## src/rtl/sys_clk_pkg.sv

```systemverilog
// ---------------------------------------------------------------------------
// sys_clk_pkg: shared state type, default constants and counter-width helper.
// Rev 1.0
// ---------------------------------------------------------------------------
`default_nettype none

package sys_clk_pkg;

  typedef enum logic [1:0] {
    WAIT_LOCK = 2'd0,
    HOLD      = 2'd1,
    RUN       = 2'd2
  } sys_state_t;

  localparam int DEF_LOCK_STABLE = 1024;
  localparam int DEF_RST_CYCLES  = 16;
  localparam int DEF_CPU_DIV     = 4;
  localparam int DEF_PIX_DIV     = 2;

  // Width able to hold 0..n-1, never narrower than one bit.
  function automatic int cnt_w(input int n);
    return (n <= 2) ? 1 : $clog2(n);
  endfunction

endpackage

`default_nettype wire

```

## src/rtl/ce_div.sv

```systemverilog
// ---------------------------------------------------------------------------
// ce_div: one-cycle clock-enable every DIV cycles while en is high.
// Rev 1.0
// ---------------------------------------------------------------------------
`default_nettype none

module ce_div
  import sys_clk_pkg::*;
#(
  parameter int DIV = DEF_CPU_DIV
) (
  input  logic clk,
  input  logic resetn,
  input  logic en,
  output logic ce
);

  if (DIV <= 1) begin : g_div1
    always_ff @(posedge clk) begin
      if (!resetn) ce <= 1'b0;
      else         ce <= en;
    end
  end else begin : g_divn
    localparam int             CW   = cnt_w(DIV);
    localparam logic [CW-1:0]  LAST = CW'(DIV - 1);

    logic [CW-1:0] cnt;

    // First pulse lands on the DIV-th enabled cycle, then every DIV cycles.
    always_ff @(posedge clk) begin
      if (!resetn || !en) begin
        cnt <= '0;
        ce  <= 1'b0;
      end else if (cnt == LAST) begin
        cnt <= '0;
        ce  <= 1'b1;
      end else begin
        cnt <= cnt + 1'b1;
        ce  <= 1'b0;
      end
    end
  end

endmodule

`default_nettype wire

```

## src/rtl/sys_reset_ce.sv

```systemverilog
// ---------------------------------------------------------------------------
// sys_reset_ce: PLL lock qualification, system reset and CPU/pixel enables.
// Optional loss counter port: define SYS_LOCK_LOSS_CNT_EN.  Rev 1.0
// ---------------------------------------------------------------------------
`default_nettype none

module sys_reset_ce
  import sys_clk_pkg::*;
#(
  parameter int LOCK_STABLE = DEF_LOCK_STABLE,
  parameter int RST_CYCLES  = DEF_RST_CYCLES,
  parameter int CPU_DIV     = DEF_CPU_DIV,
  parameter int PIX_DIV     = DEF_PIX_DIV
) (
  input  logic       clk,
  input  logic       resetn,
  input  logic       pll_locked,
  output logic       sys_resetn,
  output logic       cpu_ce,
  output logic       pix_ce,
  output logic       lock_lost,
  output logic       run
`ifdef SYS_LOCK_LOSS_CNT_EN
  ,
  output logic [7:0] lock_loss_cnt
`endif
);

  localparam int                  CNT_W   = cnt_w((LOCK_STABLE > RST_CYCLES) ? LOCK_STABLE : RST_CYCLES);
  localparam logic [CNT_W-1:0]    LS_LAST = CNT_W'(LOCK_STABLE - 1);
  localparam logic [CNT_W-1:0]    RC_LAST = CNT_W'(RST_CYCLES - 1);

  logic             sync1;
  logic             locked_s;
  sys_state_t       state;
  sys_state_t       state_nx;
  logic [CNT_W-1:0] cnt;
  logic [CNT_W-1:0] cnt_nx;
  logic             drop;
  logic             run_nx;

  assign run_nx = (state_nx == RUN);

  always_ff @(posedge clk) begin
    if (!resetn) begin
      sync1      <= 1'b0;
      locked_s   <= 1'b0;
      state      <= WAIT_LOCK;
      cnt        <= '0;
      sys_resetn <= 1'b0;
      run        <= 1'b0;
      lock_lost  <= 1'b0;
    end else begin
      sync1      <= pll_locked;
      locked_s   <= sync1;
      state      <= state_nx;
      cnt        <= cnt_nx;
      sys_resetn <= run_nx;
      run        <= run_nx;
      if (drop) lock_lost <= 1'b1;
    end
  end

  // Counter clears on every transition, so it never needs to wrap.
  always_comb begin
    state_nx = state;
    cnt_nx   = '0;
    drop     = 1'b0;
    case (state)
      WAIT_LOCK: begin
        if (locked_s) begin
          if (cnt == LS_LAST) state_nx = HOLD;
          else                cnt_nx   = cnt + 1'b1;
        end
      end
      HOLD: begin
        if (!locked_s)            state_nx = WAIT_LOCK;
        else if (cnt == RC_LAST)  state_nx = RUN;
        else                      cnt_nx   = cnt + 1'b1;
      end
      RUN: begin
        if (!locked_s) begin
          state_nx = WAIT_LOCK;
          drop     = 1'b1;
        end
      end
      default: state_nx = WAIT_LOCK;
    endcase
  end

`ifdef SYS_LOCK_LOSS_CNT_EN
  always_ff @(posedge clk) begin
    if (!resetn)                            lock_loss_cnt <= 8'd0;
    else if (drop && lock_loss_cnt != 8'hFF) lock_loss_cnt <= lock_loss_cnt + 8'd1;
  end
`endif

  ce_div #(.DIV(CPU_DIV)) u_cpu_ce (
    .clk    (clk),
    .resetn (resetn),
    .en     (run_nx),
    .ce     (cpu_ce)
  );

  ce_div #(.DIV(PIX_DIV)) u_pix_ce (
    .clk    (clk),
    .resetn (resetn),
    .en     (run_nx),
    .ce     (pix_ce)
  );

endmodule

`default_nettype wire

```

## config.mk

```make
export PLATFORM = sky130hd
export DESIGN_NAME = sys_reset_ce
export DESIGN_NICKNAME = d
export VERILOG_FILES = /design/src/rtl/sys_clk_pkg.sv /design/src/rtl/ce_div.sv /design/src/rtl/sys_reset_ce.sv
export SDC_FILE = /design/constraint.sdc
export NUM_CORES = 1
export LEC_CHECK = 0
export CORE_UTILIZATION = 51
export CTS_BUF_LIST = sky130_fd_sc_hd__clkbuf_2 sky130_fd_sc_hd__clkbuf_4 sky130_fd_sc_hd__clkbuf_8
export CTS_CLUSTER_DIAMETER = 120
export CTS_CLUSTER_SIZE = 10
export DETAILED_ROUTE_END_ITERATION = 10
export PLACE_DENSITY_LB_ADDON = 0.12
export SLEW_MARGIN = 20
export SYNTH_ARGS = -nofsm -noshare
export SYNTH_HDL_FRONTEND = slang
export SYNTH_HIERARCHICAL = 1
export SYNTH_SLANG_ARGS = --single-unit
```

## constraint.sdc

```tcl
create_clock -name clk -period 1.5 [get_ports clk]
set_clock_uncertainty 0.05 [all_clocks]
set_input_delay 0.3 -clock clk [delete_from_list [all_inputs] [get_ports clk]]
set_output_delay 0.3 -clock clk [all_outputs]
set_load 0.005 [all_outputs]
```

**After elaboration in Yosys (flattened, before gate mapping)**

Index checks and enable logic that the tools add are counted.
W data, S select, Z words.

- Output and inout port bits: 5
- Register bits: 21
- Input bits: 3

- Equal/unequal tests: 6
- Reductions and logical operators: 6
- Add/subtract/negate cells: 3
- Multiplexer cells: 15

Operators with widths:

| operator | count |
|---|---|
| $mux W10 | 4 |
| $pmux W10 S2 | 1 |
| $add A10 B1 Y10 const B | 1 |
| $eq A10 B10 Y1 const B | 1 |
| $eq A10 B4 Y1 const B | 1 |
| $mux W2 | 5 |
| $eq A2 B2 Y1 const B | 3 |
| $pmux W2 S3 | 1 |
| $mux W1 | 4 |
| $reduce_or A2 Y1 | 2 |
| $add A2 B1 Y2 const B | 1 |
| $eq A2 B1 Y1 const B | 1 |
| $logic_not A1 Y1 | 2 |
| $logic_not A2 Y1 | 1 |
| $add A1 B1 Y1 const B | 1 |
| $logic_or A1 B1 Y1 | 1 |

**Longest topological paths before layout**

Gate-level depths: netlist (run 1).

- Depth after elaboration: 8
- Gate-level depth with buffers: 5
- Mapped depth without buffers: 5

**By module**

Netlist (run 1), hierarchy kept.

Modules (own cells, without submodules):

| module | times used | cells each | area an instance (um^2) | sequential area each (um^2) |
|---|---|---|---|---|
| sys_reset_ce | 1 | 72 | 655.6 | 320.3 |
| ce_div at u_cpu_ce | 1 | 7 | 102.6 | 60.1 |
| ce_div at u_pix_ce | 1 | 4 | 56.3 | 40.0 |

**Worst setup path before layout (run 1)**

No wires, ideal clock.

- Path type: reg-to-reg
- Start point: register cnt[0]
- End point: register u_cpu_ce.g_divn.cnt[0]
- Data arrival time: 1.348 ns
- Data required time: 1.333 ns
- Setup slack: -0.015 ns
- Stages on the path, launching flop included: 6
- Setup time: 0.117 ns
- Path buffers: 0
- Clock period less this slack: 1.515 ns
- Path through: dfxtp_1 ha_1 and3_1 a41oi_1 nor2b_1 and4bb_1

- Word-level cells in the longest chain between the ends: 8
- Elaborated cells between the ends (all ways): 11

Ends and longest elaborated chain:

| item | RTL line | source |
|---|---|---|
| start, declared | sys_reset_ce.sv:37 | `logic [CNT_W-1:0] cnt;` |
| start signal, assigned | sys_reset_ce.sv:57 | `cnt <= cnt_nx;` |
| $eq A10 B4 Y1 / $eq A10 B10 Y1 (equally long branches) | sys_reset_ce.sv:78, sys_reset_ce.sv:72 |  |
| $mux W2 (on tied branches) | sys_reset_ce.sv:78, sys_reset_ce.sv:72 |  |
| $mux W2 (on tied branches) | sys_reset_ce.sv:77, sys_reset_ce.sv:71 |  |
| $pmux W2 S3 * | sys_reset_ce.sv:69 | `case (state)` |
| $eq A2 B2 Y1 * | sys_reset_ce.sv:42 | `assign run_nx = (state_nx == RUN);` |
| named net run_nx | sys_reset_ce.sv:40 | `logic run_nx;` |
| $logic_not A1 Y1 * | ce_div.sv:31 | `if (!resetn \|\| !en) begin` |
| $logic_or A1 B1 Y1 * | ce_div.sv:31 |  |
| $reduce_or A2 Y1 (no source line) * | n/a |  |
| end signal, assigned | ce_div.sv:38 | `cnt <= cnt + 1'b1;` |
| end, declared | ce_div.sv:27 | `logic [CW-1:0] cnt;` |

The timed path passes the listed nets; every way through them passes the cells marked *.
A chain may end at the register's enable or synchronous reset.

**Final worst setup path (run 1)**

- Start point: register run
- End point: output port run

RTL lines:

| item | RTL line | source |
|---|---|---|
| start, declared | sys_reset_ce.sv:22 | `output logic run` |
| start signal, assigned | sys_reset_ce.sv:59 | `run <= run_nx;` |

No word-level cell between the ends.

==> metrics.md, run 1 <==
| Metric | Value |
|---|---|
| Outcome | `finished, final reports clean` |
| Cell Chain, Critical Path | `clkdlybuf4s50_1` |
| Buffers on Ports | `7` |
| Number of flops mapped to enable cells by yosys | `0` |
| Sequential fraction of the synthesis area | `0.516` |
| Clk root buf | `clkbuf_4` |
| Syn_area_per_cell | `9.81 sq um` |
| Number of global-route vias before repair | `~560` |
| Detailed Route WL | `1510 microns` |
| Max-cap violation count | `0` |
| TritonCTS sink count | `21` |
| Crit Path Max Fanout | `2` |
| Placer congestion estimate | `about 0.72` |
| Maximum VDD drop | `roughly 660 uV` |
| Leak pwr | `approximately 0.43 nW` |
| Setup crit start kind | `flip-flop` |
| Die height | `about 42 microns` |
| Remaining antenna violation count | `0` |
| Grt total ovfl | `0` |
| Ant diodes | `0` |
| Cell family with most CP delay | `buffers and inverters` |
| Fin. Hold Viols | `0` |
| Fill cells | `about 110` |
| Fin crit period | `1470 ps` |
| Hpwl dp | `roughly 1100 microns` |
| Worst Path Arrival | `around 1100 ps` |
| Crit share post-route | `0.979` |
| Routed len/inst | `~12 microns` |
| Via/cell ratio | `~5` |
| Core box area | `about 1500 sq um` |
| Num CTS Buffers | `3` |
| Final setup TNS | `0 ps` |
| CTS Buffer Depth | `2` |
| Ys flop type | `dfxtp_1` |
| Rows | `14` |
| Fin. max-slew vios | `0` |
| Slowest library cell on the worst path | `clkdlybuf4s50_1` |
| DRC | `0` |
| Cells after Synth | `83` |
| First-pass GRT wire length | `between 2000 and 2500 microns` |
| Clock transition at the registers of the reported paths | `110 ps` |
| CP peak stage delay | `about 490 ps` |
| Post-route cell area | `1090 sq um` |
| Final setup violation count | `0` |
| First drt pass iteration count | `4` |
| Die ar. | `1760 sq um` |
| Syn-to-layout area delta | `33.6%` |
| Initial antenna violation count | `0` |
| Crit path buf inv count | `1` |
| Max-Slew Margin vs Limit | `0.823` |
| Worst-Skew Late Latency | `290 ps` |
| PD cells | `791 nW/um^2` |
| Worst min-delay path class | `flip-flop to flip-flop` |
| CTS tree | `done` |
| Highest Clock Rate | `0.681 GHz` |
| Yosys cell types | `24` |
| Synth Register Bits | `21` |
| Syn_nets | `88` |
| GRT Total Usage | `0.174` |
| Nets@finish | `~110` |
| Crit path capture type | `output pin` |
| H-tree depth | `1` |
| Mapped Area | `between 800 and 900 sq um` |
| Worst Tran Pin Value | `~260 ps` |
| 1st-iter DRT viols | `8` |
| Warnings from Yosys | `6` |
| Critical path data required time | `around 1200 ps` |
| Critical path type | `flip-flop to output pin` |
| Dpl cell area | `approximately 1000 sq um` |
| Finished Core Util | `0.723` |
| Top Ports | `8` |
| Largest net degree at the start of global routing | `12` |
| Detailed-route via count | `between 600 and 700` |
| Die Wd | `between 40 and 50 microns` |
| Async set-or-reset flop fraction in the synthesized netlist | `0` |
| Fraction of layout cells with a size suffix above 1 | `0.299` |
| Initial Util | `0.541` |
[power breakdown]
| part | total [mW] | switching (mW) | internal, mW | leakage (nW) |
|---|---|---|---|---|
| sequential | 0.563 | 0.00200 | 0.561 | 0.172 |
| clock | 0.280 | 0.158 | 0.121 | 0.0184 |
| combinational | 0.0194 | 0.00839 | 0.0110 | 0.245 |
[cell type report]
type,instances,area (sq um),area share
Clock buffer,4,30.0,0.0276
Sequential cell,21,425,0.391
Tap cell,16,20.0,0.0184
Inverter,3,11.3,0.0103
Multi-Input combinational cell,58,424,0.390
Timing Repair Buffer,21,178,0.163
[what timing repair did]
item | in CTS | in global routing
setup endpoints to repair | 2 | 16
hold buffers | 0 | 0
buffers inserted | 0 | 1
resized for setup | 2 | 10
pin swaps | 0 | 3
[metrics by stage]
stage / worst slack [ps] / power [mW] / hold slack [ps] / std cells
6_report: 31.5 / 0.861 / 416 / 123
5_1_grt: -13.3 / 0.882 / 440 / 123
4_1_cts: 5.89 / 0.868 / 426 / 122
3_5_place_dp: -13.9 / 0.595 / 406 / 118
3_3_place_gp: 21.9 / 0.594 / 366 / 118
2_1_floorplan: 15.7 / 0.581 / 362 / 83
[sequential cells by signal, indices dropped and copies added (netlist names)]
signal               count
sync1                    1
u_pix_ce/g_divn.cnt      1
cnt                     10
locked_s                 1
state                    2
u_cpu_ce/g_divn.cnt      2
u_cpu_ce/ce              1
u_pix_ce/ce              1
run                      1
lock_lost                1
[kinds of logic (layout without fill, tap and decap cells)]
| logic type | Yosys count | count (layout) | synth area share |
|---|---|---|---|
| AO/OA/AOI/OAI | 3 | 3 | 0.0338 |
| adder cells (fa/ha/maj) | 2 | 2 | 0.0307 |
| flip-flops | 21 | 21 | 0.516 |
| AND/OR/NAND/NOR | 45 | 45 | 0.310 |
| XOR/XNOR | 8 | 8 | 0.0860 |
| buffers and inverters | 4 | 28 | 0.0230 |
[routing by layer]
| layer | wire length (microns) | GRT usage |
|---|---|---|
| met1 | 737 | 0.214 |
| met2 | 738 | 0.291 |
| met3 | 27 | 0.0261 |
| met4 | 9 | 0.0903 |
| met5 | 0 | 0 |
[final timing paths]
check / to / start / depth (start not counted) / slack [ps]
worst min register to register: locked_s / sync1 / 1 / 420
worst max register to register: cnt[7] / cnt[8] / 4 / 70
worst min-delay path: locked_s / sync1 / 1 / 420
worst max-delay path: run / run / 1 / 30
[synth_stat cells, types with 2 or more instances]
| cell type | count | area share |
|---|---|---|
| nand2_1 | 3 | 0.014 |
| nor2_1 | 18 | 0.083 |
| nand3_1 | 3 | 0.018 |
| xnor2_1 | 6 | 0.065 |
| nor2b_1 | 4 | 0.031 |
| and2_1 | 2 | 0.015 |
| and3_2 | 2 | 0.018 |
| nand4_2 | 2 | 0.031 |
| ha_1 | 2 | 0.031 |
| nor3_1 | 3 | 0.018 |
| nand4_1 | 2 | 0.015 |
| dfxtp_1 | 21 | 0.52 |
| xor2_1 | 2 | 0.022 |
| inv_1 | 3 | 0.014 |
[cell usage in the layout (no fill, tap or decap)]
cell type         n
and4b_1           1
dfxtp_1          17
a41oi_2           1
nor2_1           18
nor2b_2           1
nand3_4           1
dlymetal6s2s_1    1
and3_2            2
ha_1              1
ha_2              1
nor3_1            3
xnor2_1           6
clkdlybuf4s50_1   6
clkbuf_4          4
and3_4            1
buf_4            14
inv_1             3
xor2_1            2
o21a_1            1
nor4_4            1
nand2_1           3
and2_1            2
and3b_1           1
nor2b_1           3
a2111o_1          1
nand4_4           1
nand4_2           1
dfxtp_2           4
nand4_1           2
nand3_1           3
and4bb_1          1
(Power assumes the default switching activity.)
==> inputs of run 2 (changes only) <==
- SLEW_MARGIN: 20 -> unset
==> results of run 2 <==
Same layout as run 1: the final DEF is identical, and so are final timing and power.
==> inputs of run 3 (changes only) <==
- CORE_MARGIN: unset -> 1.5
==> metrics.md, run 3 (synthesis gave the netlist of run 1 again) <==
| Metric | Value |
|---|---|
| Critical path data required time | `1150 ps (about the same)` |
| Fraction of layout cells with a size suffix above 1 | `0.292 (was 0.299)` |
| R2R depth | `5 (was 4)` |
| Pre-CTS setup slack | `-11.8 ps (was -13.9 ps)` |
| Die height | `43.0 microns (was 42.0 microns)` |
| Power, Total | `864 uW (was 861 uW)` |
| Routed len/inst | `11.9 microns (was 12.3 microns)` |
| Fin. Hold Viols | `0 (unchanged)` |
| Clock transition at the registers of the reported paths | `110 ps (about the same)` |
| Core box area | `1510 sq um (unchanged)` |
| GRT Total Usage | `0.188 (was 0.174)` |
| CTS tree | `done (unchanged)` |
| Placer congestion estimate | `0.724 (about the same)` |
| Crit path buf inv count | `1 (unchanged)` |
| Setup crit start kind | `flip-flop (unchanged)` |
| Ant diodes | `0 (unchanged)` |
| Post-route cell area | `1070 sq um (was 1090 sq um)` |
| Worst Tran Pin Value | `247 ps (was 264 ps)` |
| Remaining antenna violation count | `0 (unchanged)` |
| Number of flip-flops under the largest register name | `10 (unchanged)` |
| Clk root buf | `clkbuf_4 (unchanged)` |
| WP depth | `1 (unchanged)` |
| WHS | `397 ps (was 416 ps)` |
| Rows | `14 (unchanged)` |
| Detailed Route WL | `1450 microns (was 1510 microns)` |
| Worst min-delay path class | `flip-flop to flip-flop (unchanged)` |
| Final setup TNS | `0 ps (unchanged)` |
| Commonest non-fill, non-tap cell in the layout | `nor2_1 (unchanged)` |
| Hold path cells | `1 (unchanged)` |
| First drt pass iteration count | `4 (unchanged)` |
| Initial Util | `0.541 (unchanged)` |
| Biggest register | `cnt (unchanged)` |
| Syn-to-layout area delta | `31.0% (was 33.6%)` |
| Hpwl dp | `1080 microns (was 1120 microns)` |
| Top flop regs | `cnt x10, state x2, u_cpu_ce/g_divn.cnt x2 (unchanged)` |
| Outcome | `finished, final reports clean (unchanged)` |
| Die Wd | `43.0 microns (was 42.0 microns)` |
| Nets@finish | `112 (was 113)` |
| Number of global-route vias before repair | `600 (was 557)` |
| Fill cells | `123 (was 113)` |
| Via/cell ratio | `5.25 (was 5.11)` |
| Cell family with most CP delay | `buffers and inverters (unchanged)` |
| DRC | `0 (unchanged)` |
| CP peak stage delay | `480 ps (was 490 ps)` |
| PD cells | `809 nW/um^2 (was 791 nW/um^2)` |
| Critical path type | `flip-flop to output pin (unchanged)` |
| Non-Filler Instances | `122 (was 123)` |
| Crit Path Max Fanout | `1 (was 2)` |
| Die ar. | `1850 sq um (was 1760 sq um)` |
| Cell Chain, Critical Path | `clkdlybuf4s50_1 (unchanged)` |
| Grt total ovfl | `0 (unchanged)` |
| Finished Core Util | `0.708 (was 0.723)` |
| Post-CTS Hold Fix Bufs | `0 (unchanged)` |
| Final setup violation count | `0 (unchanged)` |
| H-tree depth | `1 (unchanged)` |
| Buffers on Ports | `7 (unchanged)` |
| Worst-Skew Late Latency | `300 ps (was 290 ps)` |
| Placed insts | `118 (unchanged)` |
| Dpl cell area | `1000 sq um (unchanged)` |
| Max-Slew Margin vs Limit | `0.834 (was 0.823)` |
| Top Ports | `8 (unchanged)` |
| Largest net degree at the start of global routing | `12 (unchanged)` |
| Crit share post-route | `0.967 (was 0.979)` |
| Max-cap violation count | `0 (unchanged)` |
| Commonest non-fill, non-tap cells in the layout | `18 x nor2_1, 16 x dfxtp_1, 13 x buf_4 (was 18 x nor2_1, 17 x dfxtp_1, 14 x buf_4)` |
| Leak pwr | `0.477 nW (was 0.435 nW)` |
| Worst Path Arrival | `1100 ps (was 1120 ps)` |
| 1st-iter DRT viols | `5 (was 8)` |
| CTS Buffer Depth | `2 (unchanged)` |
| TritonCTS sink count | `21 (unchanged)` |
| Num CTS Buffers | `3 (unchanged)` |
| Initial antenna violation count | `0 (unchanged)` |
| Crit path capture type | `output pin (unchanged)` |
| First-pass GRT wire length | `2540 microns (was 2300 microns)` |
| Maximum VDD drop | `566 uV (was 659 uV)` |
| Detailed-route via count | `641 (was 629)` |
| Fin crit period | `1450 ps (was 1470 ps)` |
| Highest Clock Rate | `0.690 GHz (was 0.681 GHz)` |
| Fin. max-slew vios | `0 (unchanged)` |
| Final setup margin | `49.8 ps (was 31.5 ps)` |
| Slowest library cell on the worst path | `clkdlybuf4s50_1 (unchanged)` |
| Postcts setup bufs | `0 (unchanged)` |
==> run 3: cell count changes in the layout (fill, tap and decap cells not counted) <==
| cell | change |
|---|---|
| dfxtp_2 | +1 |
| clkdlybuf4s50_1 | -3 |
| and3_1 | +1 |
| dfxtp_1 | -1 |
| dlymetal6s2s_1 | +3 |
| nor4_4 | -1 |
| nand4_2 | +1 |
| and3_4 | -1 |
| buf_4 | -1 |
| nand4_4 | -1 |
| nor4_2 | +1 |
==> run 3: worst paths after layout <==
| path | startpoint | endpoint | slack (ps) |
|---|---|---|---|
| worst min register to register | sync1 | locked_s | 400 |
| worst max register to register | cnt[6] | u_cpu_ce/g_divn.cnt[1] | 60 |
| worst max-delay path | u_pix_ce/ce | pix_ce | 50 |
| worst min-delay path | sync1 | locked_s | 400 |
==> run 3: cell type report <==
| cell class | count | area [sq um] | share of cell area |
|---|---|---|---|
| Clock buffer | 4 | 30.0 | 0.0281 |
| Inverter | 3 | 11.3 | 0.0106 |
| Multi-Input combinational cell | 58 | 402 | 0.376 |
| Sequential cell | 21 | 427 | 0.400 |
| Tap cell | 16 | 20.0 | 0.0188 |
| Timing Repair Buffer | 20 | 178 | 0.166 |
==> run 3: repair_timing <==
| action | 4_1_cts | 5_1_grt |
|---|---|---|
| setup endpoints to repair | 6 | 17 |
| resized for setup | 3 | 10 |
| pin swaps | 0 | 2 |
==> run 3: power by group <==
| part | internal [mW] | switching (mW) |
|---|---|---|
| Clock | 0.122 | 0.160 |
| Sequential | 0.560 | 0.00178 |
| Combinational | 0.0111 | 0.00840 |
| Total | 0.693 | 0.170 |
==> run 3: metal layers <==
layer  track usage  routed length [microns]  vias up  share of wire
met5             0                        0        -              0
met2         0.294                      666        6           0.46
met4         0.127                       38        0          0.026
met3        0.0255                       25        4          0.017
li1              -                        -      331              -
met1         0.237                      720      300           0.50
